### src/rtl/seg_pkg.sv
// seg_pkg -- shared definitions for the seven-segment scan driver.
//   SEG_DIGITS : bits 6:0 (g..a) for the decimal digits 0..9
//   SEG_DASH / SEG_ERR / SEG_OFF : special full-byte segment patterns
//   slot_state_e : scan slot phase (BLANK dead time, ON drive window)
//   seg_encode() : 4-bit digit -> 7-bit pattern, dark for 10..15
package seg_pkg;

    // Entry i is the pattern for digit i (entry 0 is the rightmost element).
    localparam logic [9:0][6:0] SEG_DIGITS = {
        7'h6F, 7'h7F, 7'h07, 7'h7D, 7'h6D,
        7'h66, 7'h4F, 7'h5B, 7'h06, 7'h3F
    };

    localparam logic [7:0] SEG_DASH = 8'h40;
    localparam logic [7:0] SEG_ERR  = 8'h79;
    localparam logic [7:0] SEG_OFF  = 8'h00;

    typedef enum logic {
        BLANK = 1'b0,
        ON    = 1'b1
    } slot_state_e;

    function automatic logic [6:0] seg_encode(input logic [3:0] v);
        logic [6:0] r;
        r = SEG_OFF[6:0];
        if (v <= 4'd9) begin
            r = SEG_DIGITS[v];
        end
        return r;
    endfunction

endpackage

### src/rtl/seg_bin2dec.sv
// seg_bin2dec -- splits a 7-bit binary field into decimal tens/units and
// flags the special renderings.
//   bin_i     : field value, unsigned 0..127
//   tens_o    : bin_i div 10
//   units_o   : bin_i mod 10
//   is_dash_o : field equals DASH_CODE (takes priority over the range check)
//   is_err_o  : field above 99 and not the dash code
module seg_bin2dec #(
    parameter int DASH_CODE = 60
) (
    input  logic [6:0] bin_i,
    output logic [3:0] tens_o,
    output logic [3:0] units_o,
    output logic       is_dash_o,
    output logic       is_err_o
);

    // Constant divisor: synthesis reduces this to a small multiply/shift net.
    assign tens_o    = 4'(bin_i / 7'd10);
    assign units_o   = 4'(bin_i % 7'd10);
    assign is_dash_o = (bin_i == 7'(DASH_CODE));
    assign is_err_o  = (bin_i > 7'd99) && !is_dash_o;

endmodule

### src/rtl/seg_scan_driver.sv
// seg_scan_driver -- multiplexed common-anode seven-segment scan driver.
// Each of N_FIELDS binary fields drives two digits (units on the even digit,
// tens on the odd one). Every digit slot opens with a dead-time window to
// suppress ghosting, then a 16-step PWM window sets brightness. Fields, DP
// and blink masks are latched once per frame so a frame is never torn.
//   clk, rst_n  : clock, asynchronous active-low reset
//   fields      : field k at bits [7k+6:7k]
//   dp_mask     : bit d lights the DP of digit d
//   blink_mask  : bit k blinks both digits of field k
//   brightness  : 0 = 1/16 duty .. 15 = full duty (sampled live)
//   dig_n       : active-low digit enables, at most one low
//   seg         : bit7 = DP, bits6:0 = g..a, active high
//   frame_start : one-cycle pulse at the start of digit 0's slot
module seg_scan_driver
    import seg_pkg::*;
#(
    parameter int N_FIELDS     = 3,
    parameter int SCAN_DIV     = 25000,
    parameter int BLANK_CYCLES = 64,
    parameter int DASH_CODE    = 60,
    parameter int BLINK_FRAMES = 64
) (
    input  logic                  clk,
    input  logic                  rst_n,
    input  logic [7*N_FIELDS-1:0] fields,
    input  logic [2*N_FIELDS-1:0] dp_mask,
    input  logic [N_FIELDS-1:0]   blink_mask,
    input  logic [3:0]            brightness,
    output logic [2*N_FIELDS-1:0] dig_n,
    output logic [7:0]            seg,
    output logic                  frame_start
);

    localparam int ND  = 2 * N_FIELDS;
    localparam int SCW = $clog2(SCAN_DIV);
    localparam int DW  = $clog2(ND);
    localparam int BFW = (BLINK_FRAMES > 1) ? $clog2(BLINK_FRAMES) : 1;

    slot_state_e           state_q, state_d;
    logic [SCW-1:0]        sc_q, sc_d;
    logic [DW-1:0]         d_q, d_d;
    logic [3:0]            pwm_q, pwm_d;
    logic                  run_q;
    logic                  blink_phase_q, blink_phase_d;
    logic [BFW-1:0]        frame_cnt_q, frame_cnt_d;
    logic                  frame_start_q, frame_start_d;
    logic [ND-1:0]         dig_n_q, dig_n_d;
    logic [7:0]            seg_q, seg_d;

    // Per-frame snapshot of the display inputs.
    logic [7*N_FIELDS-1:0] fields_q;
    logic [ND-1:0]         dp_q;
    logic [N_FIELDS-1:0]   blink_q;

    logic [6:0]            field_sel;
    logic                  blink_sel;
    logic [3:0]            tens, units;
    logic                  is_dash, is_err;
    logic                  wrap;

    // Field and blink bit belonging to the digit currently in its slot.
    always_comb begin
        field_sel = '0;
        blink_sel = 1'b0;
        for (int k = 0; k < N_FIELDS; k++) begin
            if (int'(d_q >> 1) == k) begin
                field_sel = fields_q[7*k +: 7];
                blink_sel = blink_q[k];
            end
        end
    end

    seg_bin2dec #(
        .DASH_CODE (DASH_CODE)
    ) u_bin2dec (
        .bin_i     (field_sel),
        .tens_o    (tens),
        .units_o   (units),
        .is_dash_o (is_dash),
        .is_err_o  (is_err)
    );

    // Next-state and registered-output decision.
    always_comb begin
        logic [3:0] digit_val;
        logic [6:0] code7;
        logic       drive;

        sc_d          = sc_q + SCW'(1);
        d_d           = d_q;
        wrap          = 1'b0;
        frame_cnt_d   = frame_cnt_q;
        blink_phase_d = blink_phase_q;
        dig_n_d       = '1;
        seg_d         = SEG_OFF;

        if (!run_q) begin
            // First cycle out of reset: hold slot 0 so this cycle opens the frame.
            sc_d = '0;
            d_d  = '0;
        end else if (sc_q == SCW'(SCAN_DIV - 1)) begin
            sc_d = '0;
            if (d_q == DW'(ND - 1)) begin
                d_d  = '0;
                wrap = 1'b1;
            end else begin
                d_d = d_q + DW'(1);
            end
        end

        frame_start_d = wrap || !run_q;

        state_d = (sc_d < SCW'(BLANK_CYCLES)) ? BLANK : ON;
        // Restarts at 0 on each BLANK->ON entry, free-runs mod 16 while ON.
        pwm_d   = (state_q == ON && state_d == ON) ? pwm_q + 4'd1 : 4'd0;

        if (wrap) begin
            if (frame_cnt_q == BFW'(BLINK_FRAMES - 1)) begin
                frame_cnt_d   = '0;
                blink_phase_d = ~blink_phase_q;
            end else begin
                frame_cnt_d = frame_cnt_q + BFW'(1);
            end
        end

        digit_val = d_q[0] ? tens : units;
        if (is_dash) begin
            code7 = SEG_DASH[6:0];
        end else if (is_err) begin
            code7 = SEG_ERR[6:0];
        end else begin
            code7 = seg_encode(digit_val);
        end

        drive = (state_q == ON) && (pwm_q <= brightness) &&
                !(blink_phase_q && blink_sel);
        if (drive) begin
            dig_n_d[d_q] = 1'b0;
            seg_d        = {dp_q[d_q], code7};
        end
    end

    always_ff @(posedge clk or negedge rst_n) begin
        if (!rst_n) begin
            state_q       <= BLANK;
            sc_q          <= '0;
            d_q           <= '0;
            pwm_q         <= 4'd0;
            run_q         <= 1'b0;
            blink_phase_q <= 1'b0;
            frame_cnt_q   <= '0;
            frame_start_q <= 1'b0;
            dig_n_q       <= '1;
            seg_q         <= SEG_OFF;
            fields_q      <= '0;
            dp_q          <= '0;
            blink_q       <= '0;
        end else begin
            state_q       <= state_d;
            sc_q          <= sc_d;
            d_q           <= d_d;
            pwm_q         <= pwm_d;
            run_q         <= 1'b1;
            blink_phase_q <= blink_phase_d;
            frame_cnt_q   <= frame_cnt_d;
            frame_start_q <= frame_start_d;
            dig_n_q       <= dig_n_d;
            seg_q         <= seg_d;
            if (frame_start_q) begin
                fields_q <= fields;
                dp_q     <= dp_mask;
                blink_q  <= blink_mask;
            end
        end
    end

    assign dig_n       = dig_n_q;
    assign seg         = seg_q;
    assign frame_start = frame_start_q;

endmodule
### config.mk
export PLATFORM = sky130hd
export DESIGN_NAME = seg_scan_driver
export DESIGN_NICKNAME = d
export VERILOG_FILES = /design/src/rtl/seg_pkg.sv /design/src/rtl/seg_bin2dec.sv /design/src/rtl/seg_scan_driver.sv
export SDC_FILE = /design/constraint.sdc
export NUM_CORES = 1
export LEC_CHECK = 0
export BUFFER_PORTS_ARGS = -buffer_cell sky130_fd_sc_hd__buf_4
export CORE_MARGIN = 2
export CORE_UTILIZATION = 24
export DETAILED_ROUTE_END_ITERATION = 10
export PLACE_DENSITY_LB_ADDON = 0.05
export SKIP_LAST_GASP = 1
export SLEW_MARGIN = 20
export SYNTH_ARGS = -nofsm -noshare
export SYNTH_HDL_FRONTEND = slang
export SYNTH_SLANG_ARGS = --single-unit
### constraint.sdc
create_clock -name clk -period 8.45 [get_ports clk]
set_input_delay 0.845 -clock clk [delete_from_list [all_inputs] [get_ports clk]]
set_output_delay 0.845 -clock clk [all_outputs]
set_load 0.005 [all_outputs]
==> Word level (Yosys, flattened, before mapping) <==
Memory sizes are Yosys's and may differ from the RTL's.
Cells that the tools add are included.
{ "classes": {"add_sub_neg": 4, "mul": 0, "n_div": 2, "order_cmp": 7, "n_eq_ne": 7, "n_shift": 0, "mux": 28, "bitwise_logic": 2, "n_reduce_logical": 12} }
{ "ops": {"columns": ["cell", "count"], "rows": [
  ["7-bit two-way mux", 7],
  ["32-bit logical NOT", 1],
  ["15-bit two-way mux", 2],
  ["15-bit by 1-bit adder with 15-bit output, second input constant", 1],
  ["15-bit == test, second input constant", 1],
  ["15-bit by 7-bit < comparator with 1-bit output, second input constant", 1],
  ["6-bit two-way mux", 2],
  ["1-bit two-way mux", 9],
  ["3-bit two-way mux", 3],
  ["4-bit two-way mux", 2],
  ["8-bit two-way mux", 1],
  ["7-bit by 4-bit divider with 7-bit output, second input constant", 1],
  ["7-bit by 6-bit == test with 1-bit output, second input constant", 1],
  ["7-bit > comparator, second input constant", 1],
  ["7-bit by 4-bit modulo with 7-bit output, second input constant", 1],
  ["6-bit by 1-bit adder with 6-bit output, second input constant", 1],
  ["6-bit == test, second input constant", 1],
  ["1-bit logical AND", 6],
  ["6-bit inverter", 1],
  ["4-bit by 5-bit < comparator with 1-bit output, second input constant", 1],
  ["4-bit by 1-bit adder with 4-bit output, second input constant", 1],
  ["2-bit == test, second input constant", 2],
  ["4-bit <= comparator", 1],
  ["4-bit <= comparator, second input constant", 1],
  ["other kinds (11)", 13]
]} }
{ "word_totals": {"ff_bits": 76, "latchBits": 0, "ramBits": 0, "rom_bits": 112, "input_bits": 36, "out_inout_bits": 15, "word_cells": 76, "memories": 1} }
{ "mem_list": {"columns": ["name", "words", "word_bits", "read_ports", "rd_clocked_by_memory_dff", "write_ports", "line_no", "text"], "rows": [
  ["(name not given)", 16, 7, 1, 0, 0, "seg_pkg.sv:27", "r = SEG_DIGITS[v];"]
]} }

==> Depth between registers and ports, before layout <==
Gate-level depths: netlist of run 1.
{ "logic_depth": {"word_depth": 12, "mapped_depth": 20, "mapped_depth_nobuf": 17} }

==> Modules after synthesis <==
A second synthesis of run 1 with hierarchy kept.
{ "hier_totals": {"hier_cells": 426, "hier_area_um2": 4367.9} }
{ "by_module_without_submodules": {"columns": ["module", "instances", "cells_each", "area_each_um2", "seq_area_each_um2"], "rows": [
  ["seg_scan_driver", 1, 335, 3708.6, 1909.3],
  ["seg_bin2dec", 1, 91, 659.4, 0.0]
]} }

==> Worst setup path before layout of run 1 <==
OpenSTA, ideal clock, no wires.
{ "synth_timing": {"path_type": "register to register", "start": "register d_q[2]", "end": "register seg_q[6] (netlist: seg[6])", "setup_time_ps": 140, "t_arrival_ps": 3281, "required_ps": 8310, "setup_slack_ps": 5029, "stages_incl_launch_ff": 19, "path_buffers": 2, "period_less_slack_ps": 3421, "cell_sequence": "dfrtp_1 -> buf_6 -> nor2b_4 -> buf_6 -> a2bb2oi_1 -> nand3_1 -> a21oi_1 -> nor3_1 -> ha_1 -> o41ai_2 -> a21oi_2 -> xnor2_1 -> mux2_2 -> inv_1 -> ha_1 -> nor2_1 -> nor2_2 -> a2111oi_0 -> a211oi_1"} }
{ "synth_between": {"elab_chain_cells": 12, "elab_cells_between_ends": 26, "classes_between": "2 x div; 2 x order compare; 3 x eq/ne; 12 x mux; 6 x reduce/logical; 1 x memory"} }
{ "synth_rtl": {"columns": ["item", "line_no", "text"], "rows": [
  ["start: declaration", "seg_scan_driver.sv:41", "logic [DW-1:0] d_q, d_d;"],
  ["start signal: assignment", "seg_scan_driver.sv:147", "d_q <= '0;"],
  ["start signal: assignment", "seg_scan_driver.sv:161", "d_q <= d_d;"],
  ["32-bit logical NOT", "seg_scan_driver.sv:66", "if (int'(d_q >> 1) == k) begin"],
  ["7-bit two-way mux (3 in a row)", "seg_scan_driver.sv:66", null],
  ["7-bit by 4-bit modulo with 7-bit output or 7-bit by 4-bit divider with 7-bit output (tied branches)", "seg_bin2dec.sv:20, seg_bin2dec.sv:19", null],
  ["4-bit two-way mux", "seg_scan_driver.sv:126", "digit_val = d_q[0] ? tens : units;"],
  ["memory 16 x 7 bit", null, null],
  ["7-bit two-way mux (implied by the code)", "seg_pkg.sv:27", null],
  ["7-bit two-way mux", "seg_pkg.sv:26", "if (v <= 4'd9) begin"],
  ["7-bit two-way mux", "seg_scan_driver.sv:129", "end else if (is_err) begin"],
  ["7-bit two-way mux", "seg_scan_driver.sv:127", "if (is_dash) begin"],
  ["8-bit two-way mux (*)", "seg_scan_driver.sv:137", "if (drive) begin"],
  ["named net seg_d[6]", "seg_scan_driver.sv:48", "logic [7:0] seg_q, seg_d;"],
  ["end signal: assignment", "seg_scan_driver.sv:168", "seg_q <= seg_d;"],
  ["end: declaration", "seg_scan_driver.sv:48", null]
]} }
Mark *: on every way through the listed nets, which the timed path passes. The rest lies on a longest branch. The select of a mux whose other input is x is not followed.
A chain may end at the register's enable or synchronous reset.

==> Final worst setup path of run 1 <==
Ends and elaborated chain as after synthesis.

==> results of run 1 <==
==> layout make-up <==
cell class                 instances  area (um2)
sequential                        76        1910
multi-input combinational        296        2180
fill                            1835       12200
inverter                          11        41.3
clock buffer                      10         239
timing repair buffer              52         390
clock inverter                     6        63.8
tap                              225         282
==> per-layer routing <==
layer | GRT usage, % | vias up | part of all wire [%]
met2 | 19.7 | 47 | 48
met4 | 5.21 | 0 | 2.1
li1 | - | 1535 | -
met3 | 3.11 | 16 | 4.7
met1 | 14.8 | 1515 | 45
met5 | 0 | - | 0
==> cells by family after synthesis <==
family	after synthesis	synth area share [%]
other	1	0.0884
DFF	76	45.0
xor gates and xnor gates	22	4.54
and+or+nand+nor	144	16.2
AOI/OAI and AO/OA	74	14.9
buffers and inverters	26	3.69
adders and majority gates	13	3.83
muxes	42	11.7
==> final timing paths <==
path / startpoint / end / slack [ns] / cells after the start
worst max register to register: d_q[2] / seg[6] / 3.84 / 16
worst max-delay path: d_q[2] / seg[6] / 3.84 / 16
worst min register to register: sc_q[0] / sc_q[0] / 0.46 / 1
min in group clk: sc_q[0] / sc_q[0] / 0.46 / 1
max in group asynchronous: rst_n / state_q / 7.02 / 2
worst min-delay path: rst_n / fields_q[6] / 0.34 / 1
==> power by group through the flow <==
stage          sequential, mW  clock [mW]  combinational (mW)
2_1_floorplan           0.395           0               0.121
4_1_cts                 0.393       0.415               0.164
3_5_place_dp            0.399           0               0.164
3_3_place_gp            0.400           0               0.165
6_report                0.393       0.396               0.162
5_1_grt                 0.395       0.431               0.183
==> synth_stat cells, drive strengths merged (7+ instances only) <==
master / n / area (um2)
o21ai: 13 / 65.1
nor2b: 7 / 51.3
inv: 11 / 41.3
and3: 7 / 43.8
xnor2: 12 / 105
mux2i: 9 / 115
buf: 9 / 92.6
a21oi: 12 / 63.8
mux2: 32 / 360
nand3: 21 / 105
ha: 13 / 163
xor2: 10 / 87.6
nand2: 36 / 135
dfrtp: 70 / 1750
nor3: 10 / 50.1
nor2: 40 / 153
==> metrics by stage <==
| step | area [um2] | instances | setup slack, ns | util, % |
|---|---|---|---|---|
| floorplan | 4240 | 398 | 5.03 | - |
| global placement | 4800 | 660 | 3.95 | 27.7 |
| detailed placement | 4800 | 660 | 3.82 | 27.7 |
| CTS | 5100 | 676 | 3.78 | 29.5 |
| global route | 5100 | 676 | 3.38 | 29.5 |
| finish | 5100 | 676 | 3.84 | 29.5 |
==> registers in the layout, indices dropped and copies added, names as in the netlist <==
| signal | count |
|---|---|
| blink_phase_q | 1 |
| blink_q | 3 |
| d_q | 3 |
| dig_n | 6 |
| dp_q | 6 |
| fields_q | 21 |
| frame_cnt_q | 6 |
| frame_start | 1 |
| pwm_q | 4 |
| run_q | 1 |
| sc_q | 15 |
| seg | 8 |
| state_q | 1 |
==> critical path, stage by stage (launching register included) <==
cell and delay (ns):
sky130_fd_sc_hd__dfrtp_1 0.88, sky130_fd_sc_hd__nor2b_4 0.65, sky130_fd_sc_hd__o2bb2ai_1 0.46, sky130_fd_sc_hd__nand3_1 0.17, sky130_fd_sc_hd__a21boi_1 0.25, sky130_fd_sc_hd__nor3_1 0.07, sky130_fd_sc_hd__ha_1 0.24, sky130_fd_sc_hd__o41ai_2 0.07
sky130_fd_sc_hd__a21oi_2 0.12, sky130_fd_sc_hd__xnor2_1 0.19, sky130_fd_sc_hd__mux2_2 0.22, sky130_fd_sc_hd__inv_1 0.08, sky130_fd_sc_hd__ha_1 0.23, sky130_fd_sc_hd__nor2_1 0.22, sky130_fd_sc_hd__nor2_2 0.10, sky130_fd_sc_hd__a2111oi_0 0.41
sky130_fd_sc_hd__a211oi_1 0.10
==> results.cfg, run 1 <==
[yosys]
synth_cell_types = 70
netlist_instances = 398
syn_area_mm2 = 0.00424
synth-warning-count = 0
postSynthRegisterBits = 76
ys_dominant_reg_cell = sky130_fd_sc_hd__dfrtp_1
syn-mean-instance-area_um2 = 10.7
ys_async_sr_fraction_pct = 100
synth.yosys.seq_area_share_pct = 45.0
syn_nets = 447
number_of_synthesized_flops_with_an_enable_pin = 0

[finish]
net_count_of_the_finished_layout = 495
share_of_post_route_cells_with_drive_strength_above_1_pct = 28.2
final_common_cell = sky130_fd_sc_hd__dfrtp_1
antenna_fix_cells = 0
flow.area_growth_from_synthesis_pct = 20.3
final_cell_mix = 70 x sky130_fd_sc_hd__dfrtp_1, 52 x sky130_fd_sc_hd__buf_4, 39 x sky130_fd_sc_hd__nor2_1, 36 x sky130_fd_sc_hd__nand2_1, 32 x sky130_fd_sc_hd__mux2_2

[pwr]
power.internal_mw = 0.687
power.switching_mw = 0.263
ir_worst_vdd_v = 0.0000963
powerDensity_mw_per_mm2 = 186
power.total_mw = 0.950
p_leak_nw = 2.15
sw_ratio_pct = 27.7
comb_power_share_pct = 17.0
seq_power_share_pct = 41.3
share_clk_of_total_power_pct = 41.6

[floorplan]
initial_utilization_pct = 24.5
pin_count = 51
die_width_um = 137
dieHeight_um = 137
fp.coreArea_mm2 = 0.0173
std_cell_rows = 48
die_area_mm2 = 0.0188

[routing]
detailedRoute.firstPassIterationCount = 4
wirelength_per_cell_um = 15.2
routed-via-count = 3113
drcViolationCount = 0
wl_um = 10200
viasPerCell = 4.61
drtAntennaViolNets = 0
drt_iter0_markers = 152

[clocking]
cts_clock_pin_slew_for_the_worst_setup_and_hold_paths_ns = 0.06
cts_inserted_buffers = 9
post-cts-setup-buffer-count = 0
clock_tree.buffer_depth = 2
post_cts_resized = 0
post_cts_hold_buffer_count = 0
clock_insertion_delay_worst_skew_ns = 0.35
cts_root_buffer = sky130_fd_sc_hd__clkbuf_16
tritoncts = built
sink_count = 76
cts_max_level = 3

[placement]
port_buffers = 50
place.detailed.hpwl_um = 7370
place.gp.congestion = 0.842

[global_route]
first_global_vias = 3265
number_of_antenna_violations_at_the_first_check_in_global_routing = 0
largest_net_degree_at_the_start_of_global_routing = 63
grt_usage_pct = 12.0
globalRouteOverflowTotal = 0
global_route_wire_length_before_repair_um = 17200

[status]
run_status = finished clean

[sta]
finalSetupTns_ns = 0
timing.clock.skew_ns = 0.00549
actual_slew_at_the_worst_max_slew_pin_ns = 0.998
timing.max_slew.rel_slack_pct = 32.9
period_minus_slack_ns = 4.61
rsz0062_at_grt = no
max_clock_freq_mhz = 217
min_period_over_period_pct = 54.6
finalSetupViolCount = 0
slew_viol_final = 0
hold-worst-slack_ns = 0.344
finalHoldViolCount = 0

[setup_path]
worstSetupEndpointType = flop
worst_ep_required_time_ns = 8.65
crit_type = flop to flop
cp_max_fo = 19
cp.arrival_ns = 4.82
startpoint_type = flop

[min_path]
worst_hold_path_type = input pin to async pin

[flow_run]
drv_cap = 0
Power figures use the tool's default switching activity.
==> inputs of run 2 (changes only) <==
==> constraint.sdc (replaced) <==
create_clock -name clk -period 4.45 [get_ports clk]
set_input_delay 0.445 -clock clk [delete_from_list [all_inputs] [get_ports clk]]
set_output_delay 0.445 -clock clk [all_outputs]
set_load 0.005 [all_outputs]
==> run 2 against run 1 <==
Setup slack got worse by 3.3 ns. Utilization rose by 0.38 points. Sequential cell count unchanged. Count of clock-buffer cells in the layout rose by 2. Wire length down 1.1%. Non-clock buffer count increased by 9. Combinational power grew 94%.
==> results.cfg, run 2 (same netlist as run 1, synthesis figures left out) <==
[status]
run_status = finished clean

[routing]
viasPerCell = 4.60
dr_wl_met2_um = 5030
drt_iter0_markers = 170
wirelength_per_cell_um = 14.8
highest_layer = met4
detailedRoute.firstPassIterationCount = 4
wl_um = 10100
wirelength_met1_um = 4550
routed-via-count = 3153
drtAntennaViolNets = 0
drcViolationCount = 0
wl_met3_um = 379

[clocking]
clock_tree.buffer_depth = 2
cts_root_buffer = sky130_fd_sc_hd__clkbuf_16
cts_inserted_buffers = 9
post_cts_hold_buffer_count = 0
cts_max_level = 3
tritoncts = built
clock_insertion_delay_worst_skew_ns = 0.34
cts_clock_pin_slew_for_the_worst_setup_and_hold_paths_ns = 0.06
sink_count = 76

[pwr]
seq_power_share_pct = 41.4
share_clk_of_total_power_pct = 41.2
power.total_mw = 1.81
ir_worst_vdd_v = 0.000194
powerDensity_mw_per_mm2 = 349
comb_power_share_pct = 17.4
sw_ratio_pct = 27.2
power.switching_mw = 0.491
p_leak_nw = 2.19
power.internal_mw = 1.31

[finish]
largest_reg_flops = 21
final_cell_mix = 69 x sky130_fd_sc_hd__dfrtp_1, 60 x sky130_fd_sc_hd__buf_4, 39 x sky130_fd_sc_hd__nor2_1, 36 x sky130_fd_sc_hd__nand2_1, 32 x sky130_fd_sc_hd__mux2_2
largest-register = fields_q
flow.area_growth_from_synthesis_pct = 21.8
final_common_cell = sky130_fd_sc_hd__dfrtp_1
antenna_fix_cells = 0
net_count_of_the_finished_layout = 504
fillerInstances = 1870
share_of_post_route_cells_with_drive_strength_above_1_pct = 29.3
postLayoutCoreUtil_pct = 29.9

[sta]
finalSetupTns_ns = 0
timing.max_slew.rel_slack_pct = 39.0
min_period_over_period_pct = 87.8
rsz0062_at_grt = no
timing.clock.skew_ns = 0.00584
actual_slew_at_the_worst_max_slew_pin_ns = 0.909
max_clock_freq_mhz = 256
finalHoldViolCount = 0
finalSetupViolCount = 0
slew_viol_final = 0
period_minus_slack_ns = 3.91

[floorplan]
dieHeight_um = 137
pin_count = 51
fp.coreArea_mm2 = 0.0173
std_cell_rows = 48
die_area_mm2 = 0.0188
initial_utilization_pct = 24.5
die_width_um = 137

[setup_path]
rr_endpoint = seg[6]
reg2reg_from = d_q[1]
startpoint = d_q[1]
worstSetupEndpointType = flop
endpoint = seg[6]
cp.arrival_ns = 4.11
cp_max_fo = 14
startpoint_type = flop
reg2reg_slack_ns = 0.54
crit_type = flop to flop
worst_ep_required_time_ns = 4.65
r2r_cells = 16

[global_route]
global_route_wire_length_before_repair_um = 17200
largest_net_degree_at_the_start_of_global_routing = 77
grt_usage_pct = 12.0
globalRouteOverflowTotal = 0
first_global_vias = 3355
number_of_antenna_violations_at_the_first_check_in_global_routing = 0

[flow_run]
drv_cap = 0

[placement]
place.detailed.hpwl_um = 7410
port_buffers = 50
place.gp.congestion = 0.759

[min_path]
worst_hold_path_type = input pin to async pin
run 2: cell count changes in the layout (fill, tap and decap cells not counted), sizes merged:
| cell | previous run | this run |
|---|---|---|
| buf | 52 | 61 |
| clkbuf | 10 | 12 |
| clkinvlp | 2 | 0 |
run 2: area by class of cell:
class,instances,area (um2),area share [%]
Timing Repair Buffer,61,462,8.93
Multi-Input combinational cell,296,2180,42.1
Sequential cell,76,1910,37.0
Clock inverter,4,48.8,0.944
Tap cell,225,282,5.45
Clock buffer,12,246,4.77
Inverter,11,41.3,0.799
run 2: critical path: stages, from the launching register on:
cell	delay [ns]
sky130_fd_sc_hd__dfrtp_2	0.52
sky130_fd_sc_hd__nor2b_4	0.41
sky130_fd_sc_hd__buf_4	0.24
sky130_fd_sc_hd__a2bb2oi_4	0.10
sky130_fd_sc_hd__nor4_1	0.45
sky130_fd_sc_hd__nor3_1	0.11
sky130_fd_sc_hd__ha_1	0.26
sky130_fd_sc_hd__o41ai_2	0.08
sky130_fd_sc_hd__a21oi_2	0.13
sky130_fd_sc_hd__xnor2_1	0.17
sky130_fd_sc_hd__mux2_2	0.21
sky130_fd_sc_hd__inv_1	0.08
sky130_fd_sc_hd__ha_1	0.23
sky130_fd_sc_hd__nor2_1	0.21
sky130_fd_sc_hd__nor2_2	0.08
sky130_fd_sc_hd__a2111oi_0	0.39
sky130_fd_sc_hd__a211oi_1	0.10
run 2: what timing repair did:
item,CTS,global route
setup endpoints to repair,0,1
buffers inserted,0,0
resized for setup,0,1
run 2: how the worst min path moves through the flow:
stage               from       endpoint  cells past startpoint
6_report           rst_n   fields_q[10]                      1
5_1_grt            rst_n   fields_q[10]                      1
4_1_cts        fields[5]    fields_q[5]                      2
3_5_place_dp     sc_q[0]        sc_q[0]                      1
3_3_place_gp     sc_q[0]        sc_q[0]                      1
2_1_floorplan      rst_n  blink_phase_q                      0
run 2: per-layer routing:
layer	global-route usage, %	up-vias
li1	-	1554
met4	5.50	0
met2	20.4	44
met3	2.85	12
met1	14.4	1543
met5	0	-
run 2: power groups by stage:
stage                     Clock [mW]  Combinational [mW]  Sequential (mW)
after floorplan                    0               0.230            0.751
after global placement             0               0.322            0.761
after detailed placement           0               0.318            0.760
after CTS                      0.782               0.318            0.748
after global routing           0.815               0.354            0.751
final                          0.744               0.314            0.747
run 2: through the flow:
stage	setup WS (ns)	cell area [um2]	hold slack (ns)	std cells
6_report	0.542	5170	0.122	685
5_1_grt	0.0987	5170	0.204	685
4_1_cts	0.365	5160	0.319	685
3_5_place_dp	0.380	4870	0.462	669
3_3_place_gp	0.493	4870	0.459	669
2_1_floorplan	1.03	4240	0.149	398
